--- src/rtl/hazard_pkg.sv ---
// rtl/hazard_pkg.sv - shared types and constants for the hazard/stall controller
package hazard_pkg;

  // MDU countdown FSM encoding
  typedef enum logic {
    MD_IDLE = 1'b0,
    MD_BUSY = 1'b1
  } md_state_e;

  // Operand not read by the D-stage instruction
  localparam logic [1:0] TUSE_NONE = 2'd3;

  // Default MDU occupancy after issue
  localparam int MULT_CYCLES_DEF = 5;
  localparam int DIV_CYCLES_DEF  = 10;

endpackage

--- src/rtl/hazard_stall_ctrl_if.sv ---
// rtl/hazard_stall_ctrl_if.sv - pipeline-side signal bundle of the hazard/stall controller (STALL_STAT_EN adds stall_cnt)
interface hazard_stall_ctrl_if;

  logic [4:0]  rs_D;
  logic [4:0]  rt_D;
  logic [1:0]  tuse_rs_D;
  logic [1:0]  tuse_rt_D;
  logic        md_use_D;
  logic [4:0]  wa_E;
  logic [1:0]  tnew_E;
  logic [4:0]  wa_M;
  logic [1:0]  tnew_M;
  logic        md_start_E;
  logic        md_div_E;
  logic        stall;
  logic        pc_en;
  logic        flush_E;
  logic        md_busy;
`ifdef STALL_STAT_EN
  logic [31:0] stall_cnt;

  // Pipeline side: presents stage operands, consumes stall controls
  modport master (
    output rs_D, rt_D, tuse_rs_D, tuse_rt_D, md_use_D,
    output wa_E, tnew_E, wa_M, tnew_M, md_start_E, md_div_E,
    input  stall, pc_en, flush_E, md_busy, stall_cnt
  );

  // Controller side
  modport slave (
    input  rs_D, rt_D, tuse_rs_D, tuse_rt_D, md_use_D,
    input  wa_E, tnew_E, wa_M, tnew_M, md_start_E, md_div_E,
    output stall, pc_en, flush_E, md_busy, stall_cnt
  );
`else
  // Pipeline side: presents stage operands, consumes stall controls
  modport master (
    output rs_D, rt_D, tuse_rs_D, tuse_rt_D, md_use_D,
    output wa_E, tnew_E, wa_M, tnew_M, md_start_E, md_div_E,
    input  stall, pc_en, flush_E, md_busy
  );

  // Controller side
  modport slave (
    input  rs_D, rt_D, tuse_rs_D, tuse_rt_D, md_use_D,
    input  wa_E, tnew_E, wa_M, tnew_M, md_start_E, md_div_E,
    output stall, pc_en, flush_E, md_busy
  );
`endif

endinterface

--- src/rtl/md_busy_tracker.sv ---
// rtl/md_busy_tracker.sv - multiply/divide unit occupancy countdown
module md_busy_tracker
  import hazard_pkg::*;
#(
  parameter int MULT_CYCLES = MULT_CYCLES_DEF,
  parameter int DIV_CYCLES  = DIV_CYCLES_DEF,
  parameter int CNT_W       = 4
) (
  input  logic clk,
  input  logic reset,
  input  logic md_start_E,
  input  logic md_div_E,
  output logic md_busy
);

  localparam logic [CNT_W-1:0] MULT_LOAD = CNT_W'(MULT_CYCLES);
  localparam logic [CNT_W-1:0] DIV_LOAD  = CNT_W'(DIV_CYCLES);

  md_state_e        state_q;
  logic [CNT_W-1:0] cnt_q;

  // Countdown FSM: a new issue always reloads, even over a running operation
  always_ff @(posedge clk) begin
    if (reset) begin
      state_q <= MD_IDLE;
      cnt_q   <= '0;
    end else if (md_start_E) begin
      state_q <= MD_BUSY;
      cnt_q   <= md_div_E ? DIV_LOAD : MULT_LOAD;
    end else begin
      case (state_q)
        MD_BUSY: begin
          cnt_q <= cnt_q - 1'b1;
          if (cnt_q == CNT_W'(1)) begin
            state_q <= MD_IDLE;
          end
        end
        default: begin
          state_q <= MD_IDLE;
          cnt_q   <= '0;
        end
      endcase
    end
  end

  // Busy in the issue cycle itself, then for the loaded number of cycles
  assign md_busy = md_start_E || (cnt_q != '0);

endmodule

--- src/rtl/hazard_stall_ctrl.sv ---
// rtl/hazard_stall_ctrl.sv - stall/flush scheduler for the 5-stage pipeline (STALL_STAT_EN adds stall_cnt)
module hazard_stall_ctrl
  import hazard_pkg::*;
#(
  parameter int MULT_CYCLES = MULT_CYCLES_DEF,
  parameter int DIV_CYCLES  = DIV_CYCLES_DEF,
  parameter int CNT_W       = 4
) (
  input  logic                clk,
  input  logic                reset,
  hazard_stall_ctrl_if.slave  bus
);

  logic md_busy_raw;
  logic hz_rs;
  logic hz_rt;
  logic stall_raw;
  logic stall_int;

  md_busy_tracker #(
    .MULT_CYCLES (MULT_CYCLES),
    .DIV_CYCLES  (DIV_CYCLES),
    .CNT_W       (CNT_W)
  ) u_md_busy_tracker (
    .clk        (clk),
    .reset      (reset),
    .md_start_E (bus.md_start_E),
    .md_div_E   (bus.md_div_E),
    .md_busy    (md_busy_raw)
  );

  // RAW hazards that forwarding cannot cover; $0 never hazards, tuse=3 never loses
  always_comb begin
    hz_rs = (bus.rs_D != 5'd0) &&
            (((bus.rs_D == bus.wa_E) && (bus.tnew_E > bus.tuse_rs_D)) ||
             ((bus.rs_D == bus.wa_M) && (bus.tnew_M > bus.tuse_rs_D)));
    hz_rt = (bus.rt_D != 5'd0) &&
            (((bus.rt_D == bus.wa_E) && (bus.tnew_E > bus.tuse_rt_D)) ||
             ((bus.rt_D == bus.wa_M) && (bus.tnew_M > bus.tuse_rt_D)));
    stall_raw = hz_rs || hz_rt || (bus.md_use_D && md_busy_raw);
  end

  // Reset forces a free-running pipeline regardless of the hazard inputs
  assign stall_int   = stall_raw && !reset;
  assign bus.stall   = stall_int;
  assign bus.pc_en   = !stall_int;
  assign bus.flush_E = stall_int;
  assign bus.md_busy = md_busy_raw && !reset;

`ifdef STALL_STAT_EN
  logic [31:0] stall_cnt_q;
  logic [31:0] stall_cnt_d;

  // Saturating count of stalled cycles
  always_comb begin
    stall_cnt_d = stall_cnt_q;
    if (stall_int && (stall_cnt_q != 32'hFFFF_FFFF)) begin
      stall_cnt_d = stall_cnt_q + 32'd1;
    end
  end

  // Statistics register
  always_ff @(posedge clk) begin
    if (reset) begin
      stall_cnt_q <= '0;
    end else begin
      stall_cnt_q <= stall_cnt_d;
    end
  end

  assign bus.stall_cnt = stall_cnt_q;
`endif

endmodule

--- src/flat_wrapper.sv ---
// flat-port wrapper written by rule: the top's interface ports become plain ports
module hazard_stall_ctrl_flat import hazard_pkg::*;
#(
  parameter int MULT_CYCLES = MULT_CYCLES_DEF,
  parameter int DIV_CYCLES  = DIV_CYCLES_DEF,
  parameter int CNT_W       = 4
)
  (clk, reset, bus_rs_D, bus_rt_D, bus_tuse_rs_D, bus_tuse_rt_D, bus_md_use_D, bus_wa_E, bus_tnew_E, bus_wa_M, bus_tnew_M, bus_md_start_E, bus_md_div_E, bus_stall, bus_pc_en, bus_flush_E, bus_md_busy);
  hazard_stall_ctrl_if bus_i ();
  input  logic clk;
  input  logic reset;
  input wire logic [$bits(bus_i.rs_D)-1:0] bus_rs_D;
  input wire logic [$bits(bus_i.rt_D)-1:0] bus_rt_D;
  input wire logic [$bits(bus_i.tuse_rs_D)-1:0] bus_tuse_rs_D;
  input wire logic [$bits(bus_i.tuse_rt_D)-1:0] bus_tuse_rt_D;
  input wire logic [$bits(bus_i.md_use_D)-1:0] bus_md_use_D;
  input wire logic [$bits(bus_i.wa_E)-1:0] bus_wa_E;
  input wire logic [$bits(bus_i.tnew_E)-1:0] bus_tnew_E;
  input wire logic [$bits(bus_i.wa_M)-1:0] bus_wa_M;
  input wire logic [$bits(bus_i.tnew_M)-1:0] bus_tnew_M;
  input wire logic [$bits(bus_i.md_start_E)-1:0] bus_md_start_E;
  input wire logic [$bits(bus_i.md_div_E)-1:0] bus_md_div_E;
  output wire logic [$bits(bus_i.stall)-1:0] bus_stall;
  output wire logic [$bits(bus_i.pc_en)-1:0] bus_pc_en;
  output wire logic [$bits(bus_i.flush_E)-1:0] bus_flush_E;
  output wire logic [$bits(bus_i.md_busy)-1:0] bus_md_busy;
  assign bus_i.rs_D = bus_rs_D;
  assign bus_i.rt_D = bus_rt_D;
  assign bus_i.tuse_rs_D = bus_tuse_rs_D;
  assign bus_i.tuse_rt_D = bus_tuse_rt_D;
  assign bus_i.md_use_D = bus_md_use_D;
  assign bus_i.wa_E = bus_wa_E;
  assign bus_i.tnew_E = bus_tnew_E;
  assign bus_i.wa_M = bus_wa_M;
  assign bus_i.tnew_M = bus_tnew_M;
  assign bus_i.md_start_E = bus_md_start_E;
  assign bus_i.md_div_E = bus_md_div_E;
  assign bus_stall = bus_i.stall;
  assign bus_pc_en = bus_i.pc_en;
  assign bus_flush_E = bus_i.flush_E;
  assign bus_md_busy = bus_i.md_busy;
  hazard_stall_ctrl #(.MULT_CYCLES(MULT_CYCLES), .DIV_CYCLES(DIV_CYCLES), .CNT_W(CNT_W)) u_core (.clk(clk), .reset(reset), .bus(bus_i));
endmodule
--- config.mk ---
export PLATFORM = sky130hd
export DESIGN_NAME = hazard_stall_ctrl_flat
export DESIGN_NICKNAME = d
export VERILOG_FILES = /design/src/rtl/hazard_pkg.sv /design/src/rtl/hazard_stall_ctrl_if.sv /design/src/rtl/md_busy_tracker.sv /design/src/rtl/hazard_stall_ctrl.sv /design/src/flat_wrapper.sv
export SDC_FILE = /design/constraint.sdc
export NUM_CORES = 1
export LEC_CHECK = 0
export CORE_ASPECT_RATIO = 1.25
export CORE_UTILIZATION = 38
export CTS_CLUSTER_DIAMETER = 50
export DETAILED_ROUTE_END_ITERATION = 7
export GPL_TIMING_DRIVEN = 0
export HOLD_SLACK_MARGIN = 0.1
export PLACE_DENSITY = 0.79
export SYNTH_ARGS = -nofsm -noshare
export SYNTH_HDL_FRONTEND = slang
export SYNTH_SLANG_ARGS = --single-unit
--- constraint.sdc ---
create_clock -name clk -period 1.9 [get_ports clk]
set_input_delay 0.285 -clock clk [delete_from_list [all_inputs] [get_ports clk]]
set_output_delay 0.285 -clock clk [all_outputs]
set_load 0.01 [all_outputs]
After elaboration in Yosys (flattened, before gate mapping)
Cells that the tools add are included.
- multiplexer cells: 6
- magnitude comparators: 4
- eq/ne operators: 5
- $add $sub $neg: 1
- reductions and logical operators: 19
- operators with widths (operator ; count):
    $eq 5x5->1 ; 4
    $mux 4 ; 3
    $reduce_bool 5->1 ; 2
    $logic_and 1x1->1 ; 9
    $gt 2x2->1 ; 4
    $logic_or 1x1->1 ; 5
    $eq 4x1->1 const B ; 1
    $reduce_bool 4->1 ; 1
    $sub 4x1->4 const B ; 1
    $mux 1 ; 3
    $logic_not 1->1 ; 2
- output and inout port bits: 4
- bits of input ports: 33
- logic and storage cells: 37
- bits in registers: 5

Depth between registers and ports, before layout
Gate-level depths: netlist of run 1.
- word-level depth: 8
- mapped depth: 8
- mapped depth without buffers: 7

Modules after synthesis
Synthesis of run 1 repeated with hierarchy kept, for this count alone.
- cell total of the unflattened synthesis: 91
- area, all modules: 701.9 um2
- by module, submodules not included (module ; instances ; cells each ; seq. area each (um2) ; area an instance (um2)):
    hazard_stall_ctrl ; 1 ; 64 ; 0.0 ; 462.9
    md_busy_tracker ; 1 ; 27 ; 100.1 ; 239.0

Least setup slack after synthesis of run 1
No wires, ideal clock.
- kind: input port to output port
- start point: input bus_tuse_rs_D[1]
- end point: output bus_stall
- stages: 8
- data required time: 1615 ps
- slack: 196 ps
- arrival time: 1419 ps
- path through: inv_1 -> ha_1 -> nor2b_1 -> o21ai_0 -> a2111oi_2 -> o21ai_1 -> nand3_1 -> buf_4
- cells in the longest elaborated chain, start to end: 7
- elaborated cells between the ends (all ways): 9
- classes of those cells: order compare: 2; reduce/logical: 7
- ends and longest elaborated chain (item ; RTL line ; text):
    start, declared ; flat_wrapper.sv:14 ; input wire logic [$bits(bus_i.tuse_rs_D)-1:0] bus_tuse_rs_D;
    $gt 2x2->1 (on tied branches) ; hazard_stall_ctrl.sv:35, hazard_stall_ctrl.sv:36 ;
    $logic_and 1x1->1 (on tied branches) ; hazard_stall_ctrl.sv:35, hazard_stall_ctrl.sv:36 ;
    $logic_or 1x1->1 * ; hazard_stall_ctrl.sv:35 ; (((bus.rs_D == bus.wa_E) && (bus.tnew_E > bus.tuse_rs_D)) ||
    $logic_and 1x1->1 * ; hazard_stall_ctrl.sv:34 ; hz_rs = (bus.rs_D != 5'd0) &&
    $logic_or 1x1->1 * (2 in series) ; hazard_stall_ctrl.sv:40 ; stall_raw = hz_rs || hz_rt || (bus.md_use_D && md_busy_raw);
    $logic_and 1x1->1 * ; hazard_stall_ctrl.sv:44 ; assign stall_int = stall_raw && !reset;
    end, declared ; flat_wrapper.sv:23 ; output wire logic [$bits(bus_i.stall)-1:0] bus_stall;
Every way passes the cells marked *; elsewhere a longest branch is shown, timed or not.

Worst setup path after layout of run 1
- start point: input bus_tuse_rt_D[1]
- end point: output bus_pc_en
- cells in the longest elaborated chain, start to end: 8
- elaborated cells between the ends (all ways): 10
- classes of those cells: order compare: 2; reduce/logical: 8
- ends and longest elaborated chain (item ; RTL line ; text):
    start, declared ; flat_wrapper.sv:15 ; input wire logic [$bits(bus_i.tuse_rt_D)-1:0] bus_tuse_rt_D;
    $gt 2x2->1 (on tied branches) ; hazard_stall_ctrl.sv:38, hazard_stall_ctrl.sv:39 ;
    $logic_and 1x1->1 (on tied branches) ; hazard_stall_ctrl.sv:38, hazard_stall_ctrl.sv:39 ;
    $logic_or 1x1->1 * ; hazard_stall_ctrl.sv:38 ; (((bus.rt_D == bus.wa_E) && (bus.tnew_E > bus.tuse_rt_D)) ||
    $logic_and 1x1->1 * ; hazard_stall_ctrl.sv:37 ; hz_rt = (bus.rt_D != 5'd0) &&
    $logic_or 1x1->1 * (2 in series) ; hazard_stall_ctrl.sv:40 ;
    $logic_and 1x1->1 * ; hazard_stall_ctrl.sv:44 ;
    $logic_not 1->1 * ; hazard_stall_ctrl.sv:46 ; assign bus.pc_en = !stall_int;
    end, declared ; flat_wrapper.sv:24 ; output wire logic [$bits(bus_i.pc_en)-1:0] bus_pc_en;
Marks and branches as above.

==> flow_summary_export.csv, run 1 <==
group,metric,value,unit
outcome,status,"completed",
route,routed_wl,1999,um
timing,setup_viol,0,
clock_tree,cts_buffer_depth,2,
setup_path,worstReg2RegEnd,"u_core.u_md_busy_tracker.cnt_q[2]",
floorplan,placeableCoreArea,1642,sq um
floorplan,io_pins,37,
worst_hold_path,worst_hold_path.endpoint,"u_core.u_md_busy_tracker.state_q",
route,viasPerCell,5.053,
setup_path,crit_path_end_kind,"primary output",
clock_tree,clock_latency,0.24,ns
synth,yosys.area.top_type_share,0.1805,
setup_path,start_kind,"primary input",
global_route,grt_pass1_vias,760,
setup_path,critical-path-slowest-cell,"nor4_2",
synth,yosys.area_share.simple,0.2022,
worst_hold_path,whs_path_depth,2,
clock_tree,cts.htree.levels,1,
clock_tree,numCtsBuffers,3,
timing,hold_viol_final,0,
place,dp_hpwl,1585,um
clock_tree,hold_buffers,0,
setup_path,path_cells,"clkbuf_2 > inv_2 > ha_4 > nand2_1 > nand4_1 > nor4_2 > o21ai_1 > and3_1 > buf_2",
synth,synth_xor_xnor_area_share,0.2780,
global_route,grt-ovfl-total,0,
pwr,powerDensity,413.0,nW/um^2
route,drtAntennaViolNets,0,
synth,synth_adder_area_share,0.1805,
cells_and_area,final_nets,176,
global_route,antenna_found_initial,0,
place,portBuffers,35,
timing,setup_slack,0.01920,ns
setup_path,r2r_slack,0.78,ns
place,pre_cts_slack,-0.7888,ns
global_route,grt_first_pass_wirelength,2760,um
synth,yosysMostFrequentCell,"xnor2_1",
global_route,grt_use_total,0.1966,
route,first_iter_violations,7,
route,wl_per_cell,13.33,um
cells_and_area,diodes,0,
worst_hold_path,min-delay-path-class,"in2reg",
pwr,vdd_drop_max,0.3717,mV
synth,syn_area_per_cell,7.453,sq um
timing,setup_tns,0,ns
floorplan,die_height,49.75,um
job,drv_cap,0,
route,drt-met1-wl,751,um
route,route.met3.wl,75,um
synth,syn_inst,93,
floorplan,die_w,40.20,um
floorplan,rows,16,
clock_tree,clkTransAtPathRegs,0.04,ns
timing,fmax,531.7,MHz
route,dr_wl_met2,1145,um
timing,tightest_slew,0.3476,ns
setup_path,cp_max_fo,2,
global_route,grt_max_degree,9,
clock_tree,clock_sinks,5,
setup_path,r2r-start,"u_core.u_md_busy_tracker.cnt_q[0]",
synth,syn_nets,136,
floorplan,start_util,0.4223,
floorplan,dieArea,2000,sq um
setup_path,criticalPathCategory,"in2out",
synth,synth_cell_types,21,
cells_and_area,utilization,0.6936,
timing,period_needed,1.881,ns
route,highest_layer,"met4",
timing,clock_skew,0.002770,ns
clock_tree,cts-root-buf,"clkbuf_4",
timing,period_share,0.9899,
route,vias,758,
synth,ys_seq_elements,5,
setup_path,critPathMaxStageDelay,0.29,ns
timing,timing.hold.ws,0.3914,ns
timing,drv_slew,0,
synth,yosys_warnings,0,
synth,synth_top_family_by_area,"XOR/XNOR gates",
setup_path,r2r_cells,5,
setup_path,crit_arrival,1.60,ns
synth,ys.flop_type,"dfxtp_1",
clock_tree,cts_tree,"done",
place,place_area,1066,sq um
pwr,leakage,0.4900,nW
synth,seq_area_frac_synth,0.1444,
synth,yosys.area.top_type,"ha_1",
place,gp_congestion,0.7196,
synth,synth_common_cells,"13 x xnor2_1, 10 x a21oi_1, 10 x ha_1, 10 x inv_1, 9 x xor2_1",
cells_and_area,finalInstanceArea,1139,sq um
synth,async_flop_share,0,
route,drc_errors,0,
setup_path,required,1.62,ns
synth,ys_top_cells_by_area,"ha_1 18%, xnor2_1 16%, dfxtp_1 14%",
synth,synth-edff-count,0,
worst_hold_path,hold_path.startpoint,"reset",
synth,netlist_area,693.2,sq um
synth,synth-compound-area-share,0.1245,
cells_and_area,final_layout_size_suffix_gt1_frac,0.3409,
cells_and_area,synthToLayoutAreaGrowth,64.26,%
synth,synth_mux_area_frac,0,
timing,max_slew_margin,0.7683,
route,drt_pass1_iterations,2,
-- per-stage QoR --
step | cells | total power [mW]
final | 150 | 0.4702
after global routing | 150 | 0.5018
after CTS | 150 | 0.4468
after detailed placement | 146 | 0.3394
after global placement | 146 | 0.3360
after floorplan | 93 | 0.2231
-- layout make-up --
cell class | count | area [sq um]
multi-input cells | 76 | 686.9
clock buffers | 4 | 26.28
plain buffers | 1 | 3.754
inverters | 10 | 37.54
repair buffers | 36 | 261.5
fillers | 144 | 503.0
well taps | 18 | 22.52
flip-flops and latches | 5 | 100.1
-- layer usage --
layer,up-vias,track usage
li1,393,-
met1,341,0.1648
met2,22,0.3898
met3,2,0.01802
met4,0,0.1111
met5,-,0
-- sequential cells by signal, summed over array words and instances, names as in the netlist --
name / cells
u_core.u_md_busy_tracker.cnt_q: 4
u_core.u_md_busy_tracker.state_q: 1
-- power breakdown --
part | switching, mW | leakage [nW] | total, mW | internal, mW
clock | 0.0388 | 0.0150 | 0.118 | 0.0791
combinational | 0.117 | 0.434 | 0.236 | 0.119
sequential | 0.00428 | 0.0414 | 0.117 | 0.112
total | 0.160 | 0.490 | 0.470 | 0.310
-- layout by cell type, fill, tap and decap left out, drive strengths merged --
cell,count
inv,10
dlygate4sd2,10
nand2b,1
nand4,3
a21oi,10
nor2,7
nor4,3
clkdlybuf4s50,3
nand2,7
nor2b,2
and3,1
nand3,2
a31oi,1
a2111oi,1
nor3,3
clkbuf,19
xor2,9
dlymetal6s2s,1
o21ai,3
buf,6
xnor2,13
clkdlybuf4s15,2
dfxtp,5
ha,10
-- worst max-delay path: cells and delay by family --
| kind | cells | cell delay (ns) |
|---|---|---|
| AND/OR/NAND/NOR | 4 | 0.67 |
| buffers and inverters | 3 | 0.31 |
| adder cells (fa/ha/maj) | 1 | 0.21 |
| AO/OA/AOI/OAI | 1 | 0.12 |
-- worst max path at each step --
stage / to / startpoint / cells past startpoint
floorplan: bus_stall / bus_tuse_rs_D[1] / 8
finish: bus_pc_en / bus_tuse_rt_D[1] / 9
global route: bus_pc_en / bus_tuse_rt_D[1] / 9
detailed placement: bus_stall / bus_tnew_M[0] / 10
global placement: bus_stall / bus_tuse_rt_D[1] / 10
CTS: bus_stall / bus_tnew_M[1] / 9
-- kinds of logic (layout without fill, tap and decap cells) --
logic type      count (synthesis)  in the layout
simple gates                   29             29
xor+xnor                       22             22
flops                           5              5
buf+inv                        12             51
compound gates                 15             15
fa+ha+maj                      10             10
-- what timing repair did --
| item | CTS | global route |
|---|---|---|
| endpoints found under the setup margin | 4 | 3 |
| pin swaps | 14 | 21 |
| cloned | 0 | 0 |
| gates resized for setup | 59 | 43 |
| setup buffers | 0 | 1 |
Note: power is estimated with default switching activity, not from simulation.
==> run 2: changes to the inputs <==
--- a/config.mk
+++ b/config.mk
@@ -9,7 +9,6 @@
 export CORE_UTILIZATION = 38
 export CTS_CLUSTER_DIAMETER = 50
 export DETAILED_ROUTE_END_ITERATION = 7
-export GPL_TIMING_DRIVEN = 0
 export HOLD_SLACK_MARGIN = 0.1
 export PLACE_DENSITY = 0.79
 export SYNTH_ARGS = -nofsm -noshare
==> flow_summary_export.csv, run 2 (synthesized netlist as in run 1, its figures left out) <==
group,metric,value,unit
timing,setup_viol,0,
pwr,switchingPower,0.1783,mW
worst_hold_path,min-delay-path-class,"reg2reg",
pwr,switching_share,0.3424,
route,viasPerCell,5.378,
outcome,status,"completed",
timing,period_needed,1.857,ns
global_route,grt-ovfl-total,0,
job,drv_cap,0,
setup_path,required,1.62,ns
global_route,grt_first_pass_wirelength,3505,um
clock_tree,cts_tree,"done",
floorplan,io_pins,37,
cells_and_area,synthToLayoutAreaGrowth,89.71,%
setup_path,cp_max_fo,2,
timing,rsz0062_at_grt,"true",
route,wl_per_cell,15.14,um
global_route,grt_use_total,0.2541,
timing,period_share,0.9775,
global_route,grt_max_degree,6,
floorplan,rows,16,
clock_tree,clock_latency,0.24,ns
cells_and_area,num-fill-cells,120,
pwr,powerDensity,396.0,nW/um^2
place,dp_hpwl,1827,um
clock_tree,cts.htree.levels,1,
cells_and_area,final_common_cell,"buf_4",
floorplan,dieArea,2000,sq um
clock_tree,cts-root-buf,"clkbuf_4",
timing,fmax,538.4,MHz
setup_path,start_kind,"primary input",
cells_and_area,final_cell_mix,"14 x buf_4, 10 x xnor2_1, 10 x a21oi_1, 10 x dlygate4sd2_1, 9 x xor2_1",
place,portBuffers,36,
setup_path,crit_path_frequent_cell,"buf_6",
floorplan,die_w,40.20,um
cells_and_area,regArea,102.6,sq um
timing,drv_slew,0,
route,routed_wl,2483,um
pwr,power.internal,0.3425,mW
timing,tightest_slew,0.2825,ns
setup_path,crit_path_end_kind,"primary output",
route,drt_pass1_iterations,4,
clock_tree,numCtsBuffers,3,
cells_and_area,largest_registers,"u_core.u_md_busy_tracker.cnt_q (4), u_core.u_md_busy_tracker.state_q (1)",
floorplan,placeableCoreArea,1642,sq um
route,drc_errors,0,
floorplan,start_util,0.4223,
pwr,vdd_drop_max,0.4667,mV
pwr,finalPower,0.5208,mW
clock_tree,cts_buffer_depth,2,
cells_and_area,final_nets,190,
setup_path,criticalPathCategory,"in2out",
route,first_iter_violations,9,
setup_path,path_cells,"buf_6 > inv_4 > buf_6 > ha_4 > nand2_2 > nand4_1 > nor4_1 > o21ai_1 > and3_1 > buf_2",
cells_and_area,final_layout_size_suffix_gt1_frac,0.4041,
place,gp_congestion,0.7836,
pwr,leakage,0.5878,nW
clock_tree,clock_sinks,5,
clock_tree,hold_buffers,0,
pwr,seqPwrFrac,0.226,
pwr,p_comb_frac,0.544,
cells_and_area,largest_register_ffs,4,
pwr,pwr-share-clk,0.230,
route,drtAntennaViolNets,0,
global_route,antenna_found_initial,0,
route,vias,882,
setup_path,critical-path-slowest-cell,"nor4_1",
cells_and_area,diodes,0,
timing,clock_skew,0.0002054,ns
setup_path,critPathMaxStageDelay,0.26,ns
cells_and_area,multi_input_area,714.4,sq um
global_route,grt_pass1_vias,897,
cells_and_area,top_register,"u_core.u_md_busy_tracker.cnt_q",
timing,hold_viol_final,0,
setup_path,crit_arrival,1.57,ns
floorplan,die_height,49.75,um
timing,max_slew_margin,0.8102,
clock_tree,clkTransAtPathRegs,0.04,ns
cells_and_area,utilization,0.8011,
## run 2: changes by cell type in the layout (fill, tap and decap cells not counted), sizes merged
| cell | before | now |
|---|---|---|
| clkdlybuf4s15 | 2 | 4 |
| buf | 6 | 23 |
| clkbuf | 19 | 11 |
| clkdlybuf4s50 | 3 | 4 |
| dlymetal6s2s | 1 | 3 |
## run 2: final timing paths
path | startpoint | slack, ns | cells past startpoint | end
min reg2reg | u_core.u_md_busy_tracker.state_q | 0.48 | 2 | u_core.u_md_busy_tracker.state_q
max reg2reg | u_core.u_md_busy_tracker.cnt_q[0] | 0.86 | 5 | u_core.u_md_busy_tracker.cnt_q[2]
max | bus_tuse_rt_D[1] | 0.04 | 10 | bus_pc_en
min | u_core.u_md_busy_tracker.state_q | 0.48 | 2 | u_core.u_md_busy_tracker.state_q
## run 2: power by group through the flow
stage / Sequential [mW] / Clock [mW] / Combinational [mW]
global route: 0.118 / 0.132 / 0.308
finish: 0.118 / 0.120 / 0.284
global placement: 0.118 / 0 / 0.234
floorplan: 0.118 / 0 / 0.105
detailed placement: 0.119 / 0 / 0.239
CTS: 0.117 / 0.124 / 0.244
## run 2: per-layer routing
layer,wire [um],track usage,vias to the layer above
li1,-,-,422
met2,1315,0.4597,45
met4,205,0.2167,0
met5,0,0,-
met3,143,0.06306,18
met1,818,0.1978,397
## run 2: final cells by class
type,count,share of cell area
clock buffers,4,0.01998
inverters,10,0.03045
multi-input cells,76,0.5433
flip-flops and latches,5,0.07802
well taps,18,0.01713
repair buffers,51,0.3111
## run 2: what timing repair did
| action | CTS | global route |
|---|---|---|
| setup endpoints to repair | 4 | 3 |
| buffers inserted | 3 | 2 |
| resized for setup | 62 | 42 |
| pin swaps | 15 | 24 |
## run 2: stage by stage
stage | cells | hold WS (ns) | setup TNS, ns | cell area [sq um] | worst slack (ns)
2_1_floorplan | 93 | 0.4024 | 0 | 693.2 | 0.1955
3_3_place_gp | 155 | 0.4586 | -2.295 | 1140 | -0.7407
3_5_place_dp | 155 | 0.4687 | -2.322 | 1140 | -0.7447
4_1_cts | 162 | 0.4788 | -0.006430 | 1217 | -0.006430
5_1_grt | 164 | 0.5239 | -0.1398 | 1315 | -0.07919
6_report | 164 | 0.4793 | 0 | 1315 | 0.04272
## run 2: critical path, delay by kind of cell
kind	cells	cell delay, ns
AOI/OAI and AO/OA	1	0.12
and+or+nand+nor	4	0.59
adders and majority gates	1	0.23
buffers and inverters	4	0.34
